<file path="config.mk">
export PLATFORM = sky130hd
export DESIGN_NAME = pipe_ctrl
export DESIGN_NICKNAME = d
export VERILOG_FILES = /design/src/rtl/pipe_ctrl.sv
export SDC_FILE = /design/constraint.sdc
export NUM_CORES = 1
export LEC_CHECK = 0
export CAP_MARGIN = 20
export CORE_MARGIN = 1.5
export CORE_UTILIZATION = 35
export DETAILED_ROUTE_END_ITERATION = 8
export PLACE_DENSITY = 0.85
export SLEW_MARGIN = 20
export SYNTH_ARGS = -nofsm -noshare
export SYNTH_HDL_FRONTEND = slang
export SYNTH_SLANG_ARGS = --single-unit
</file>
<file path="constraint.sdc">
create_clock -name clk -period 5.4 [get_ports clk]
set_input_delay 1.62 -clock clk [delete_from_list [all_inputs] [get_ports clk]]
set_output_delay 1.62 -clock clk [all_outputs]
set_load 0.01 [all_outputs]
</file>
<file path="src/rtl/pipe_ctrl.sv">
`default_nettype none
// pipe_ctrl: stall/flush controller for a 5-stage pipeline (bus wait, mul/div occupancy, redirect, trap drain).
// Optional performance counters are built only when PIPE_CTRL_PERF_EN is defined.  Rev 1.0
module pipe_ctrl #(
   parameter int MD_LAT = 4
) (
   input  logic        clk,
   input  logic        rst,
   input  logic        mem_req,
   input  logic        mem_ack,
   input  logic        load_use,
   input  logic        ex_md,
   input  logic        ex_redirect,
   input  logic        trap,
   output logic        pc_hold,
   output logic        md_done,
   output logic [1:0]  stall_if_id,
   output logic [1:0]  stall_id_ex,
   output logic [1:0]  stall_ex_me,
   output logic [1:0]  stall_me_wb,
   output logic [31:0] perf_stall_cnt,
   output logic [31:0] perf_flush_cnt
);

   localparam logic [1:0] C_NEXT = 2'b00;
   localparam logic [1:0] C_KEEP = 2'b01;
   localparam logic [1:0] C_ZERO = 2'b10;
   localparam logic [3:0] C_MD_LOAD = 4'(MD_LAT - 1);

   typedef enum logic [1:0] {
      S_RUN      = 2'd0,
      S_MEM_WAIT = 2'd1,
      S_MD_WAIT  = 2'd2,
      S_DRAIN    = 2'd3
   } state_t;

   state_t     r_state;
   state_t     w_state_nxt;
   logic [3:0] r_md_cnt;
   logic [3:0] w_md_cnt_nxt;
   logic       w_mem_stall;

   assign w_mem_stall = mem_req & ~mem_ack;

   always_ff @(posedge clk) begin
      if (rst) begin
         r_state  <= S_RUN;
         r_md_cnt <= '0;
      end else begin
         r_state  <= w_state_nxt;
         r_md_cnt <= w_md_cnt_nxt;
      end
   end

   always_comb begin
      w_state_nxt  = r_state;
      w_md_cnt_nxt = r_md_cnt;
      pc_hold      = 1'b0;
      md_done      = 1'b0;
      stall_if_id  = C_NEXT;
      stall_id_ex  = C_NEXT;
      stall_ex_me  = C_NEXT;
      stall_me_wb  = C_NEXT;

      if (rst) begin
         pc_hold      = 1'b1;
         stall_if_id  = C_ZERO;
         stall_id_ex  = C_ZERO;
         stall_ex_me  = C_ZERO;
         stall_me_wb  = C_ZERO;
         w_state_nxt  = S_RUN;
         w_md_cnt_nxt = '0;
      end else if (trap) begin
         // Flush everything; an outstanding bus access must still be drained.
         stall_if_id  = C_ZERO;
         stall_id_ex  = C_ZERO;
         stall_ex_me  = C_ZERO;
         stall_me_wb  = C_ZERO;
         w_md_cnt_nxt = '0;
         w_state_nxt  = w_mem_stall ? S_DRAIN : S_RUN;
      end else begin
         unique case (r_state)
            S_DRAIN: begin
               pc_hold     = 1'b1;
               stall_if_id = C_ZERO;
               stall_id_ex = C_ZERO;
               stall_ex_me = C_ZERO;
               stall_me_wb = C_ZERO;
               if (mem_ack) w_state_nxt = S_RUN;
            end
            S_MEM_WAIT: begin
               if (!mem_ack) begin
                  pc_hold     = 1'b1;
                  stall_if_id = C_KEEP;
                  stall_id_ex = C_KEEP;
                  stall_ex_me = C_KEEP;
                  stall_me_wb = C_ZERO;
               end else begin
                  w_state_nxt = S_RUN;
               end
            end
            S_MD_WAIT: begin
               if (r_md_cnt != 4'd1) begin
                  pc_hold      = 1'b1;
                  stall_if_id  = C_KEEP;
                  stall_id_ex  = C_KEEP;
                  stall_ex_me  = C_ZERO;
                  w_md_cnt_nxt = r_md_cnt - 4'd1;
               end else begin
                  md_done      = 1'b1;
                  w_md_cnt_nxt = '0;
                  w_state_nxt  = S_RUN;
               end
            end
            default: begin
               if (w_mem_stall) begin
                  pc_hold     = 1'b1;
                  stall_if_id = C_KEEP;
                  stall_id_ex = C_KEEP;
                  stall_ex_me = C_KEEP;
                  stall_me_wb = C_ZERO;
                  w_state_nxt = S_MEM_WAIT;
               end else if (ex_md) begin
                  // The issue cycle counts as the first of the MD_LAT occupancy cycles.
                  pc_hold      = 1'b1;
                  stall_if_id  = C_KEEP;
                  stall_id_ex  = C_KEEP;
                  stall_ex_me  = C_ZERO;
                  w_md_cnt_nxt = C_MD_LOAD;
                  w_state_nxt  = S_MD_WAIT;
               end else if (ex_redirect) begin
                  stall_if_id = C_ZERO;
                  stall_id_ex = C_ZERO;
               end else if (load_use) begin
                  pc_hold     = 1'b1;
                  stall_if_id = C_KEEP;
                  stall_id_ex = C_ZERO;
               end
            end
         endcase
      end
   end

`ifdef PIPE_CTRL_PERF_EN
   logic [31:0] r_perf_stall;
   logic [31:0] r_perf_flush;
   logic        w_flush;

   assign w_flush = trap | ((r_state == S_RUN) & ~w_mem_stall & ~ex_md & ex_redirect);

   always_ff @(posedge clk) begin
      if (rst) begin
         r_perf_stall <= '0;
         r_perf_flush <= '0;
      end else begin
         if (pc_hold) r_perf_stall <= r_perf_stall + 32'd1;
         if (w_flush) r_perf_flush <= r_perf_flush + 32'd1;
      end
   end

   assign perf_stall_cnt = rst ? '0 : r_perf_stall;
   assign perf_flush_cnt = rst ? '0 : r_perf_flush;
`else
   assign perf_stall_cnt = '0;
   assign perf_flush_cnt = '0;
`endif

endmodule
`default_nettype wire

</file>
==> key figures, run 1 <==
Setup path
  – Crit Path Category: input pin to primary output
  – Crit Path Max Fanout: 5
  – Worst Setup End Kind: primary output
  – Reg2Reg Setup Slack: 3.96 ns
  – Critical path data arrival time: 3.37 ns
  – CP startpoint: mem_req
  – R2r endpoint: r_state[1]
  – Startpoint Class: input pin
  – Worst r2r src: r_md_cnt[1]
  – R2R cell count: 5
  – Critical path capture point: stall_if_id[1]
  – WP data required: 3.78 ns

CTS
  – Bufs on Longest Clock Path: 2
  – Total setup buffers inserted after CTS: 0
  – H-tree depth: 1
  – # clock sinks: 6
  – Worst skew pair latency: 0.24 ns
  – Hold_buf cts: 0
  – CTS tree: built
  – Post_cts resized: 0
  – CTS root buf: clkbuf_4
  – Clk pin slew, worst setup/hold paths: 0.04 ns
  – CTS Buf Count: 3

STA
  – Crit path time final: 4.99 ns
  – Worst setup margin: 0.412 ns
  – Maximum clock frequency: 200 MHz
  – RSZ-0062 raised after global routing: false
  – Fin crit share: 92.4%
  – Setup TNS: 0 ns
  – Max-slew violations: 0
  – Final clock skew: 0.00623 ns
  – Final setup fails: 0
  – Final Hold Vio Count: 0

Route
  – Initial DRC Count: 9
  – 1st-pass router iterations: 4
  – DRT antenna net count: 0
  – Routed WL per cell: between 8 and 9 µm
  – Via Count: ~700
  – DR vias/cell: between 3 and 4
  – Detailed Route WL: 1530 µm
  – Post-route DRC: 0

Pwr
  – Worst vdd ir: 0.0000749 V
  – Power Density: 159 mW/mm²
  – Sw frac: 39.2%
  – NetSw: 0.0603 mW
  – Clock power share: between 20% and 30%
  – Leakage Power: 0.454 nW
  – Gate power share: 39.6%
  – Total power: 0.154 mW
  – Internal power component: 0.0934 mW
  – Sequential power share: 33.3%

Floorplanning
  – # IOs: 82
  – Core ar.: around 0.0028 mm²
  – Initial core utilization: between 30% and 40%
  – Rows: 19
  – Die Ht: 56.8 µm
  – Die area: ~0.0032 mm²
  – X dimension of the die: 56.8 µm

Logic synthesis
  – Gate Count Post-Synth: between 100 and 150
  – Warnings from Yosys: 0
  – Sequential area share after synthesis: 11.9%
  – Distinct cells, synth: 31
  – Flops & latches, synth: 6
  – EDFF count, synth: 0
  – Yosys top cell by area: buf_4
  – Synth async-reset ratio: 0%
  – Yosys top cell area share: 48.2%
  – Top FF cell, synth: dfxtp_1
  – Mean post-synth cell area: about 7.7 µm²
  – Post-Syn Area: 0.00101 mm²
  – Synth area leaders: buf_4, dfxtp_1, nand2b_1

Placed design
  – I/O Buffers: 16
  – Cell Area, Placed: 945 µm²
  – Routability Congestion: 0.740
  – DP HPWL: ~1200 µm
  – Place WS: 0.414 ns

Final layout
  – Share of cells above drive strength 1: about 6.2%
  – NumNets Final: 158
  – Filler instances: 303
  – Commonest non-fill, non-tap cell in the layout: conb_1
  – Most frequent cells in the layout: conb_1, clkdlybuf4s50_1, nor2_1, dfxtp_1, nand2b_1
  – Design area: 967 µm²
  – Area delta synth->final: -4.45%
  – Post-layout util: 35.1%
  – N_diodes: 0

Min path
  – Hold Path Class: register to register
  – Hold path depth: 2

Job
  – Max Cap Viol: 0

Global routing
  – GRT Total Usage: between 8 and 9%
  – Grt ovf: 0
  – Largest net degree at the start of global routing: 16
  – Initial antenna violation count: 0
  – First-pass GRT wire length: 2160 µm
  – Vias in the first global route: approximately 450

Outcome
  – Status: finished, final reports clean
worst max-delay path: stages:
cell	delay, ns
clkdlybuf4s50_1	0.51
nor2b_1	0.33
nor4_2	0.10
a221o_1	0.34
clkdlybuf4s50_1	0.47
per-layer routing:
metal / track usage [%] / vias to the layer above / share of wire (%)
li1: - / 352 / -
met1: 10.5 / 307 / 41
met2: 13.1 / 40 / 48
met3: 4.38 / 2 / 9.6
met4: 3.99 / 0 / 0.78
met5: 0 / - / 0
cell usage after synthesis, drive strengths merged, types with 2 or more instances:
cell type and number:
nand4b 2, a221oi 2, a221o 2, a31oi 3, nor2 6, or2 2
o21ai 4, ha 2, a211oi 2, dfxtp 6, nor2b 2, buf 68
o211ai 4, nor4 3, nand2b 6, a21oi 4, inv 3
logic make-up after synthesis:
group,share of synthesized area (%)
adders and majority gates,2.47
and+or+nand+nor,17.6
AOI/OAI and AO/OA,16.6
DFF,11.9
buffers and inverters,51.2
other,0.370
power groups by stage:
stage	clock network, mW	logic [mW]	registers (mW)
4_1_cts	0.0434	0.0599	0.0510
5_1_grt	0.0480	0.0669	0.0516
3_3_place_gp	0	0.0593	0.0517
3_5_place_dp	0	0.0595	0.0518
6_report	0.0417	0.0609	0.0512
2_1_floorplan	0	0.0800	0.0492
cell type report:
| cell class | count | area [µm²] | share of cell area (%) |
|---|---|---|---|
| Clock buffer | 3 | 22.5 | 2.33 |
| Timing Repair Buffer | 16 | 160 | 16.6 |
| Tap cell | 31 | 38.8 | 4.01 |
| Sequential cell | 6 | 120 | 12.4 |
| Multi-Input combinational cell | 118 | 614 | 63.5 |
| Inverter | 3 | 11.3 | 1.16 |
state kept, by name, summed over array words and instances, names as in the netlist:
register / count
r_md_cnt: 4
r_state: 2
metrics by stage:
| step | instances | hold slack [ns] |
|---|---|---|
| 3_3_place_gp | 174 | 0.534 |
| 4_1_cts | 177 | 0.550 |
| 3_5_place_dp | 174 | 0.543 |
| 2_1_floorplan | 196 | 0.497 |
| 6_report | 177 | 0.544 |
| 5_1_grt | 177 | 0.574 |
how the worst min path moves through the flow:
stage           startpoint          end
2_1_floorplan  r_md_cnt[3]  r_md_cnt[3]
3_3_place_gp   r_md_cnt[1]  r_md_cnt[1]
3_5_place_dp   r_md_cnt[0]  r_md_cnt[0]
4_1_cts        r_md_cnt[0]  r_md_cnt[0]
5_1_grt        r_md_cnt[1]  r_md_cnt[1]
6_report       r_md_cnt[0]  r_md_cnt[0]
Note: power is estimated with default switching activity, not from simulation.
==> run 2: changes to the inputs <==
CORE_MARGIN = 3   (was 1.5)
==> run 2 against run 1 <==
Compared with the run above: largest cell class unchanged; first-iteration DRC count shrank 22%; register-to-register slack is essentially flat; worst setup slack lost 0.012 ns; clock skew shrank 0.0038 ns; critical path depth is the same; final cell count shrank 0.56%; total power shrank 0.68%; largest power group unchanged; design area shrank 0.13%; core utilization grew 1.9 points; routed wire length grew 10%; sequential power is essentially flat; die area grew 11%.
==> key figures, run 2 (synthesis gave the netlist of run 1 again) <==
Outcome
  – Status: finished, final reports clean

Final layout
  – Commonest non-fill, non-tap cell in the layout: conb_1
  – Share of cells above drive strength 1: 6.16%
  – Max reg flops: 4
  – N_diodes: 0
  – Reg with most FFs: r_md_cnt
  – Area delta synth->final: -4.57%
  – NumNets Final: 158
  – Top flop regs: r_md_cnt: 4 flops, r_state: 2 flops
  – Most frequent cells in the layout: conb_1, clkdlybuf4s50_1, nor2_1, dfxtp_1, nand2b_1

Floorplanning
  – Rows: 18
  – # IOs: 82
  – Die area: 0.00357 mm²
  – Die Ht: about 60 µm
  – X dimension of the die: 59.8 µm
  – Core ar.: 0.00261 mm²
  – Initial core utilization: roughly 39%

Setup path
  – Worst path cell trace: clkdlybuf4s50_1 -> nor2b_1 -> nor4_2 -> a221o_1 -> clkdlybuf4s50_1
  – CP delay by family, top: buffers and inverters
  – R2R cell count: 5
  – Startpoint Class: input pin
  – Reg2Reg Setup Slack: ~4.0 ns
  – Worst path slowest cell: clkdlybuf4s50_1
  – R2r endpoint: r_state[1]
  – Cell mode on critical path: clkdlybuf4s50_1
  – WP buf/inv: 2
  – Slowest Stage Delay on Critical Path: slightly above 0.5 ns
  – Crit Path Max Fanout: 5
  – Worst r2r src: r_md_cnt[1]
  – Worst Setup End Kind: primary output
  – WP data required: 3.78 ns
  – Critical path data arrival time: 3.38 ns
  – Crit Path Category: input pin to primary output

STA
  – Max-slew violations: 0
  – Fin crit share: 92.6%
  – Final Hold Vio Count: 0
  – Worst setup margin: 0.399 ns
  – RSZ-0062 raised after global routing: false
  – Maximum clock frequency: between 150 and 200 MHz
  – Setup TNS: 0 ns
  – Final clock skew: 0.00244 ns
  – Crit path time final: 5.00 ns
  – Final setup fails: 0

Pwr
  – Gate power share: 40.1%
  – NetSw: 0.0594 mW
  – Power Density: 158 mW/mm²
  – Leakage Power: around 0.45 nW
  – Sw frac: between 30% and 40%
  – Internal power component: 0.0933 mW
  – Clock power share: 26.4%
  – Worst vdd ir: 0.000126 V
  – Sequential power share: between 30% and 40%

Placed design
  – I/O Buffers: 16
  – DP HPWL: ~1400 µm
  – Place WS: 0.384 ns
  – Routability Congestion: between 0.7 and 0.8

Global routing
  – Largest net degree at the start of global routing: 16
  – Grt ovf: 0
  – First-pass GRT wire length: 2370 µm
  – Initial antenna violation count: 0
  – Vias in the first global route: between 500 and 600
  – GRT Total Usage: 8.51%

CTS
  – CTS tree: built
  – CTS Buf Count: 3
  – Bufs on Longest Clock Path: 2
  – H-tree depth: 1
  – Worst skew pair latency: 0.24 ns
  – Total setup buffers inserted after CTS: 0
  – Hold_buf cts: 0
  – Post_cts resized: 0
  – Clk pin slew, worst setup/hold paths: 0.05 ns
  – # clock sinks: 6
  – CTS root buf: clkbuf_4

Route
  – Initial DRC Count: 7
  – 1st-pass router iterations: 4
  – Post-route DRC: 0
  – Routed WL per cell: 9.57 µm
  – Detailed Route WL: 1690 µm
  – DR vias/cell: approximately 4.0
  – Via Count: between 600 and 700
  – DRT antenna net count: 0

Min path
  – Hold Path Class: register to register
  – Hold path depth: 2
  – Hold_sp: r_md_cnt[0]
  – Worst hold endpoint: r_md_cnt[0]

Job
  – Max Cap Viol: 0
==> run 2: cell counts in the layout (fill, tap and decap cells not counted) <==
Identical to the previous run, type by type.
==> run 2: how the worst max path moves through the flow <==
stage	depth (start not counted)	start	slack (ns)	endpoint
after floorplan	3	trap	1.35	stall_ex_me[0]
after global placement	5	mem_req	0.42	stall_if_id[1]
after detailed placement	5	mem_ack	0.38	stall_if_id[1]
after CTS	5	mem_req	0.39	stall_if_id[1]
after global routing	5	mem_ack	0.26	stall_id_ex[1]
final	5	mem_req	0.40	stall_if_id[1]
==> run 2: per-layer routing <==
layer	GRT usage, %	routed length (µm)
met1	11.3	649
met4	0.949	0
met5	0	0
met3	3.24	152
met2	13.4	883
==> run 2: power groups by stage <==
stage | Combinational (mW) | Sequential (mW) | Clock, mW
after floorplan | 0.0800 | 0.0492 | 0
after global routing | 0.0684 | 0.0518 | 0.0437
after CTS | 0.0603 | 0.0510 | 0.0417
after detailed placement | 0.0600 | 0.0519 | 0
after global placement | 0.0593 | 0.0518 | 0
final | 0.0612 | 0.0512 | 0.0402
==> run 2: worst register-to-register path, cell delays in order (launching register included) <==
cell and delay (ns):
dfxtp_1 0.32, inv_1 0.10, ha_1 0.14, or3b_1 0.46
o211ai_1 0.20, a221oi_1 0.10
==> run 2: cell type report <==
class | count | area [µm²]
fillers | 281 | 1650
repair buffers | 16 | 160
multi-input cells | 118 | 614
clock buffers | 3 | 22.5
flip-flops and latches | 6 | 120
well taps | 30 | 37.5
inverters | 3 | 11.3
==> run 2: metrics by stage <==
stage / instance area (µm²) / power, mW / util (%) / std cells / hold WS (ns)
global route: 966 / 0.164 / 37.0 / 176 / 0.587
CTS: 966 / 0.153 / 37.0 / 176 / 0.545
global placement: 943 / 0.111 / 36.1 / 173 / 0.536
finish: 966 / 0.153 / 37.0 / 176 / 0.540
detailed placement: 943 / 0.112 / 36.1 / 173 / 0.538
floorplan: 1250 / 0.129 / - / 196 / 0.497
==> run 3: changes to the inputs <==
CELL_PAD_IN_SITES_DETAIL_PLACEMENT = 2   (was unset)
CELL_PAD_IN_SITES_GLOBAL_PLACEMENT = 2   (was unset)
CORE_UTILIZATION = 17   (was 35)
HOLD_SLACK_MARGIN = 0.02   (was unset)
PLACE_DENSITY = unset   (was 0.85)
PLACE_DENSITY_LB_ADDON = 0.1   (was unset)
==> run 3 against run 2 <==
Compared with the run above: largest cell class unchanged; total power up 22%; sequential cell count stayed put; combinational power increased by 5.4%; largest power group is now the clock network; count of clock-buffer cells in the layout stayed put.
==> key figures, run 3 (synthesis gave the netlist of run 1 again) <==
Route
  – 1st-pass router iterations: 4
  – Via Count: 750
  – Detailed Route WL: 2640 µm
  – Post-route DRC: 0
  – Routed WL per cell: 12.1 µm
  – Initial DRC Count: 10
  – DR vias/cell: 3.44
  – DRT antenna net count: 0

CTS
  – Hold_buf cts: 0
  – Clk pin slew, worst setup/hold paths: 0.04 ns
  – Post_cts resized: 0
  – H-tree depth: 1
  – CTS root buf: clkbuf_8
  – Worst skew pair latency: 0.23 ns
  – Bufs on Longest Clock Path: 2
  – # clock sinks: 6
  – Total setup buffers inserted after CTS: 0
  – CTS Buf Count: 3
  – CTS tree: built

Pwr
  – Worst vdd ir: 0.0000604 V
  – Power Density: 179 mW/mm²
  – Leakage Power: 0.462 nW

STA
  – Final setup fails: 0
  – Fin crit share: 94.6%
  – Final Hold Vio Count: 0
  – Final clock skew: 0.00343 ns
  – Crit path time final: 5.11 ns
  – Maximum clock frequency: 196 MHz
  – RSZ-0062 raised after global routing: false
  – Slew headroom: 66.8%
  – Slew @ Worst Pin: 0.498 ns
  – Setup TNS: 0 ns
  – Max-slew violations: 0

Global routing
  – Most Crowded Layer GR: met2
  – Met1 usage: about 8.5%
  – GRT Total Usage: 7.45%
  – Grt ovf: 0
  – Vias in the first global route: 784
  – First-pass GRT wire length: ~4300 µm
  – GR Layer Usage met2: 13.6%
  – Initial antenna violation count: 0
  – Met3 Usage GRT: 2.08%
  – Largest net degree at the start of global routing: 16

Setup path
  – Critical path data arrival time: approximately 3.5 ns
  – Cell mode on critical path: clkdlybuf4s50_1
  – WP buf/inv: 2
  – WP data required: about 3.8 ns
  – Worst Setup End Kind: primary output
  – Crit Path Max Fanout: 5
  – Slowest Stage Delay on Critical Path: 0.52 ns
  – Worst path slowest cell: clkdlybuf4s50_1
  – CP delay by family, top: buffers and inverters
  – Worst path cell trace: clkdlybuf4s50_1 -> nor2b_1 -> nor4_2 -> a221o_1 -> clkdlybuf4s50_1
  – Crit Path Category: input pin to primary output
  – Startpoint Class: input pin

Final layout
  – Max reg flops: 4
  – NumNets Final: 158
  – Commonest non-fill, non-tap cell in the layout: conb_1
  – N_diodes: 0
  – Design area: 0.00104 mm²
  – Most frequent cells in the layout: conb_1, clkdlybuf4s50_1, nor2_1, dfxtp_1, nand2b_1
  – Share of cells above drive strength 1: slightly above 6%
  – Filler instances: 696
  – Area delta synth->final: 2.47%
  – Top flop regs: r_md_cnt: 4 flops, r_state: 2 flops
  – Reg with most FFs: r_md_cnt

Outcome
  – Status: finished, final reports clean

Placed design
  – Cell Area, Placed: roughly 1000 µm²
  – I/O Buffers: 16
  – DP HPWL: 2160 µm
  – Routability Congestion: 0.670

Floorplanning
  – Core ar.: roughly 0.0056 mm²
  – Initial core utilization: ~18%
  – X dimension of the die: 83.2 µm
  – Die Ht: 83.2 µm
  – Rows: 27
  – Die area: 0.00692 mm²
  – # IOs: a little over 80

Min path
  – Hold Path Class: register to register

Job
  – Max Cap Viol: 0
## run 3: changes by cell type in the layout (fill, tap and decap cells not counted)
cell      change
clkbuf_4      -3
clkbuf_8      +3
## run 3: stage by stage
| step | hold WS, ns | util [%] | cells | power, mW | setup WS (ns) |
|---|---|---|---|---|---|
| after floorplan | 0.497 | - | 196 | 0.129 | 1.35 |
| after detailed placement | 0.556 | 17.7 | 215 | 0.116 | 0.296 |
| after global placement | 0.538 | 17.7 | 215 | 0.115 | 0.323 |
| after global routing | 0.607 | 18.4 | 218 | 0.200 | 0.190 |
| final | 0.559 | 18.4 | 218 | 0.186 | 0.294 |
| after CTS | 0.566 | 18.4 | 218 | 0.187 | 0.294 |
## run 3: worst paths after layout
kind / depth (start not counted) / startpoint / slack, ns / endpoint
max: 5 / mem_req / 0.29 / stall_if_id[1]
min: 2 / r_md_cnt[1] / 0.56 / r_md_cnt[1]
max reg2reg: 5 / r_md_cnt[1] / 3.92 / r_state[1]
min reg2reg: 2 / r_md_cnt[1] / 0.56 / r_md_cnt[1]
## run 3: report_power, final
| part | leakage, nW | internal (mW) | switching (mW) | total, mW |
|---|---|---|---|---|
| clock network | 0.0216 | 0.0480 | 0.0210 | 0.0691 |
| registers | 0.0492 | 0.0470 | 0.00497 | 0.0520 |
| logic | 0.391 | 0.0216 | 0.0429 | 0.0645 |
| total | 0.462 | 0.117 | 0.0689 | 0.186 |
## run 3: per-layer routing
metal	wire (µm)	part of all wire, %
met1	1050	40
met2	1390	53
met3	185	7.0
met4	11	0.42
met5	0	0
## run 3: worst min-delay path, delay by kind of cell, from the launching register on
kind / cells / cell delay (ns)
flip-flops: 1 / 0.31
buffers and inverters: 1 / 0.10
AO/OA/AOI/OAI: 1 / 0.08
## run 3: cell type report
type                       count  area (µm²)  share of cell area, %
multi-input combinational    118         614                   59.2
timing repair buffer          16         160                   15.4
sequential                     6         120                   11.6
tap                           72        90.1                   8.69
clock buffer                   3        41.3                   3.98
inverter                       3        11.3                   1.09
==> RTL edit 1, RTL diff (settings of run 2) <==
The option `PIPE_CTRL_PERF_EN` is turned on by a define.
--- a/src/rtl/pipe_ctrl.sv
+++ b/src/rtl/pipe_ctrl.sv
@@ -1,6 +1,8 @@
 `default_nettype none
 // pipe_ctrl: stall/flush controller for a 5-stage pipeline (bus wait, mul/div occupancy, redirect, trap drain).
 // Optional performance counters are built only when PIPE_CTRL_PERF_EN is defined.  Rev 1.0
+`define PIPE_CTRL_PERF_EN
+
 module pipe_ctrl #(
    parameter int MD_LAT = 4
 ) (
Behaviour: not the same (a bounded check fails within 4 cycles, from zero or initial values and one cycle with rst high).
==> RTL edit 1 against run 2 <==
Clock skew increased by 0.0098 ns; design area increased to 5.2 times the old value; sequential share of layout area increased by 16 points; wire length increased to 5.9 times the old value; sequential cell count increased by 64; via count increased to 5.5 times the old value; setup slack got worse by 0.10 ns; synthesized area increased to 3.9 times the old value; power increased to 6.7 times the old value; critical path type unchanged; highest routed layer is now met4.
==> RTL edit 1: results <==
INSERT INTO impl_metrics (metric_group, metric, value, unit) VALUES
('sta', 'finClkSkew', '0.0122', 'ns'),
('route', 'vias', '3878', ''),
('setup_path', 'worst_setup_path_startpoint', 'mem_ack', ''),
('global_routing', 'grt_start_max_net_pins', '69', ''),
('global_routing', 'first_global_vias', '3722', ''),
('power', 'power_leakage', '0.00166', 'uW'),
('cells_and_area', 'post-route-cell-area', '0.00499', 'mm2'),
('clocking', 'cts_made_buffers', '9', ''),
('setup_path', 'r2r-start', 'r_state[0]', ''),
('clocking', 'clock_latency', '0.35', 'ns'),
('synthesis', 'distinct_cell_type_count_after_synthesis', '46', ''),
('global_routing', 'grt_first_pass_wirelength', '16.7', 'mm'),
('route', 'wire_per_inst', '13.9', 'um'),
('cells_and_area', 'drive_above_1_share', '5.55', '%'),
('status', 'run_status', 'finished, final reports clean', ''),
('synthesis', 'yosys-top-cells-area', 'sky130_fd_sc_hd__dfxtp_1, sky130_fd_sc_hd__nor2b_1, sky130_fd_sc_hd__nor2_1', ''),
('place', 'dpl.hpwl', '7.22', 'mm'),
('place', 'placement.setup.worst_slack', '0.290', 'ns'),
('cells_and_area', 'fin_cells', '713', ''),
('global_routing', 'grtUsageTotal', '15.8', '%');
RTL edit 1: cell types whose count changed after synthesis, moves of 15 or more:
cell	before	now
sky130_fd_sc_hd__buf_4	65	1
sky130_fd_sc_hd__dfxtp_1	6	70
sky130_fd_sc_hd__nor2b_1	2	58
sky130_fd_sc_hd__nor2_1	6	56
sky130_fd_sc_hd__nand2_1	1	42
sky130_fd_sc_hd__a21oi_1	4	30
sky130_fd_sc_hd__nand3_1	1	26
sky130_fd_sc_hd__clkbuf_1	1	23
sky130_fd_sc_hd__or4_1	0	20
sky130_fd_sc_hd__nand4_1	0	17
sky130_fd_sc_hd__or3_1	0	16
sky130_fd_sc_hd__o21ai_0	4	19
sky130_fd_sc_hd__xnor2_1	0	15
RTL edit 1: worst max-delay path: stages:
cell	delay, ns
sky130_fd_sc_hd__clkdlybuf4s50_1	0.49
sky130_fd_sc_hd__nor2b_1	0.22
sky130_fd_sc_hd__a221oi_4	0.32
sky130_fd_sc_hd__nand2_1	0.19
sky130_fd_sc_hd__nand2b_1	0.11
sky130_fd_sc_hd__clkdlybuf4s50_1	0.53
RTL edit 1: area by class of cell:
| class | instances | area share (%) |
|---|---|---|
| clock buffer | 15 | 3.74 |
| inverter | 12 | 0.902 |
| tap | 136 | 3.41 |
| multi-input combinational | 396 | 47.0 |
| sequential | 70 | 28.1 |
| timing repair buffer | 84 | 16.8 |
RTL edit 1: per-stage QoR:
stage                     hold slack (ns)  total power (uW)
after floorplan                     0.445               602
after global placement              0.459               631
after detailed placement            0.472               635
after CTS                           0.481              1040
after global routing                0.506              1070
final                               0.480              1030
RTL edit 1: path summary, 6_finish.rpt:
path / end / cells after the start / slack (ns)
worst max-delay path: pc_hold / 6 / 0.30
worst min-delay path: r_perf_stall[31] / 2 / 0.48
worst max register to register: r_perf_stall[21] / 6 / 2.73
worst min register to register: r_perf_stall[31] / 2 / 0.48
RTL edit 1: cells by family after synthesis:
logic type / synth area share [%]
flops: 35.8
other cells: 0.0958
buf+inv: 4.19
compound gates: 11.9
xor+xnor: 5.15
fa+ha+maj: 1.28
simple gates: 39.6
mux: 2.01
RTL edit 1: routing by layer:
layer	global-route usage, %	vias up	part of all wire (%)	wire, um
met5	0	-	0	0
met1	19.0	1824	43	4260
li1	-	1933	-	-
met3	4.29	23	5.0	498
met4	7.06	0	2.5	250
met2	26.3	98	49	4890
RTL edit 1: where the power goes:
| part | total, uW | switching, uW | internal, uW |
|---|---|---|---|
| Clock | 406 | 190 | 215 |
| Combinational | 90.4 | 53.6 | 36.8 |
| Sequential | 533 | 10.3 | 522 |
==> RTL edit 2, RTL diff (flow settings as in run 2) <==
Made on the original files. Re-encode `state_t` (4 states) as one-hot, 4 bits wide.
--- a/src/rtl/pipe_ctrl.sv
+++ b/src/rtl/pipe_ctrl.sv
@@ -27,11 +27,11 @@
    localparam logic [1:0] C_ZERO = 2'b10;
    localparam logic [3:0] C_MD_LOAD = 4'(MD_LAT - 1);
 
-   typedef enum logic [1:0] {
-      S_RUN      = 2'd0,
-      S_MEM_WAIT = 2'd1,
-      S_MD_WAIT  = 2'd2,
-      S_DRAIN    = 2'd3
+   typedef enum logic [3:0] {
+      S_RUN      = 4'b0001,
+      S_MEM_WAIT = 4'b0010,
+      S_MD_WAIT  = 4'b0100,
+      S_DRAIN    = 4'b1000
    } state_t;
 
    state_t     r_state;
Behaviour: no difference found for any inputs over 10 cycles, from zero or initial values and one cycle with rst high; not proved beyond that.
==> RTL edit 2 against run 2 <==
Power up 17%; sequential share of layout area up 1.4 points; design area up 20%; setup slack worse by 0.14 ns; synthesized cell count up 21%; sequential cell count up 2; wire length up 26%; synthesized area up 18%; global-route usage up 1.0 points; critical endpoint is now stall_id_ex[1]; largest cell class unchanged.
==> RTL edit 2: results <==
INSERT INTO impl_metrics (metric_group, metric, value, unit) VALUES
('sta', 'finClkSkew', '0.00545', 'ns'),
('cells_and_area', 'drive_above_1_share', '5.17', '%'),
('route', 'drt-total-wl', '2.12', 'mm'),
('status', 'run_status', 'finished, final reports clean', ''),
('setup_path', 'rr_endpoint', 'r_state[2]', ''),
('synthesis', 'distinct_cell_type_count_after_synthesis', '38', ''),
('global_routing', 'grt_start_max_net_pins', '11', ''),
('cells_and_area', 'finish.net_count', '186', ''),
('synthesis', 'synthTopCellsByCount', 'sky130_fd_sc_hd__buf_4, sky130_fd_sc_hd__nor2_1, sky130_fd_sc_hd__o21ai_0, sky130_fd_sc_hd__a21oi_1, sky130_fd_sc_hd__dfxtp_1', ''),
('setup_path', 'worst_r2r_path_depth', '7', ''),
('route', 'route.layer.met1.wl', '874', 'um'),
('route', 'route.met2.wl', '997', 'um'),
('cells_and_area', 'reg.largest.list', 'r_md_cnt: 4 flops, r_state: 4 flops', ''),
('global_routing', 'grt_first_pass_wirelength', '3.15', 'mm'),
('route', 'dr.max_layer_used', 'met4', ''),
('setup_path', 'worst_setup_path_startpoint', 'mem_ack', ''),
('power', 'power_leakage', '0.000551', 'uW'),
('min_path', 'hold_start', 'r_md_cnt[3]', ''),
('synthesis', 'synthCells', '160', ''),
('global_routing', 'grtUsageTotal', '9.54', '%');
[RTL edit 2: cells by family after synthesis]
family                     after synthesis  synth area share, %
AOI/OAI and AO/OA                       30                 17.2
xor gates and xnor gates                 1                0.734
adders and majority gates                2                 2.10
buffers and inverters                   75                 45.1
DFF                                      8                 13.4
other                                    1                0.314
and+or+nand+nor                         43                 21.2
[RTL edit 2: report_power, final]
group	switching (uW)	internal, uW	leakage (uW)
Combinational	42.2	21.9	0.000471
Sequential	4.70	61.5	0.0000654
Clock	22.1	25.6	0.0000138
Total	69.0	109	0.000551
[RTL edit 2: metrics by stage]
step | power, uW | cell area [um2]
2_1_floorplan | 148 | 1430
3_3_place_gp | 130 | 1130
3_5_place_dp | 130 | 1130
4_1_cts | 178 | 1160
5_1_grt | 191 | 1160
6_report | 178 | 1160
[RTL edit 2: area by class of cell]
cell class / instances / area [um2]
multi-input combinational: 141 / 736
tap: 44 / 55.1
inverter: 6 / 22.5
clock buffer: 3 / 22.5
fill: 357 / 2000
sequential: 8 / 160
timing repair buffer: 16 / 160
[RTL edit 2: worst max-delay path by stage]
stage / to / slack (ns) / cells past startpoint
final: stall_id_ex[1] / 0.26 / 6
after global routing: stall_id_ex[1] / 0.12 / 6
after CTS: stall_id_ex[1] / 0.27 / 6
after detailed placement: pc_hold / 0.30 / 7
after global placement: stall_id_ex[1] / 0.29 / 6
after floorplan: stall_id_ex[1] / 1.37 / 4
[RTL edit 2: metal layers]
metal	vias to the layer above	GRT usage, %
met5	-	0
met4	0	3.17
met3	4	3.16
met2	51	14.9
met1	381	12.2
li1	427	-
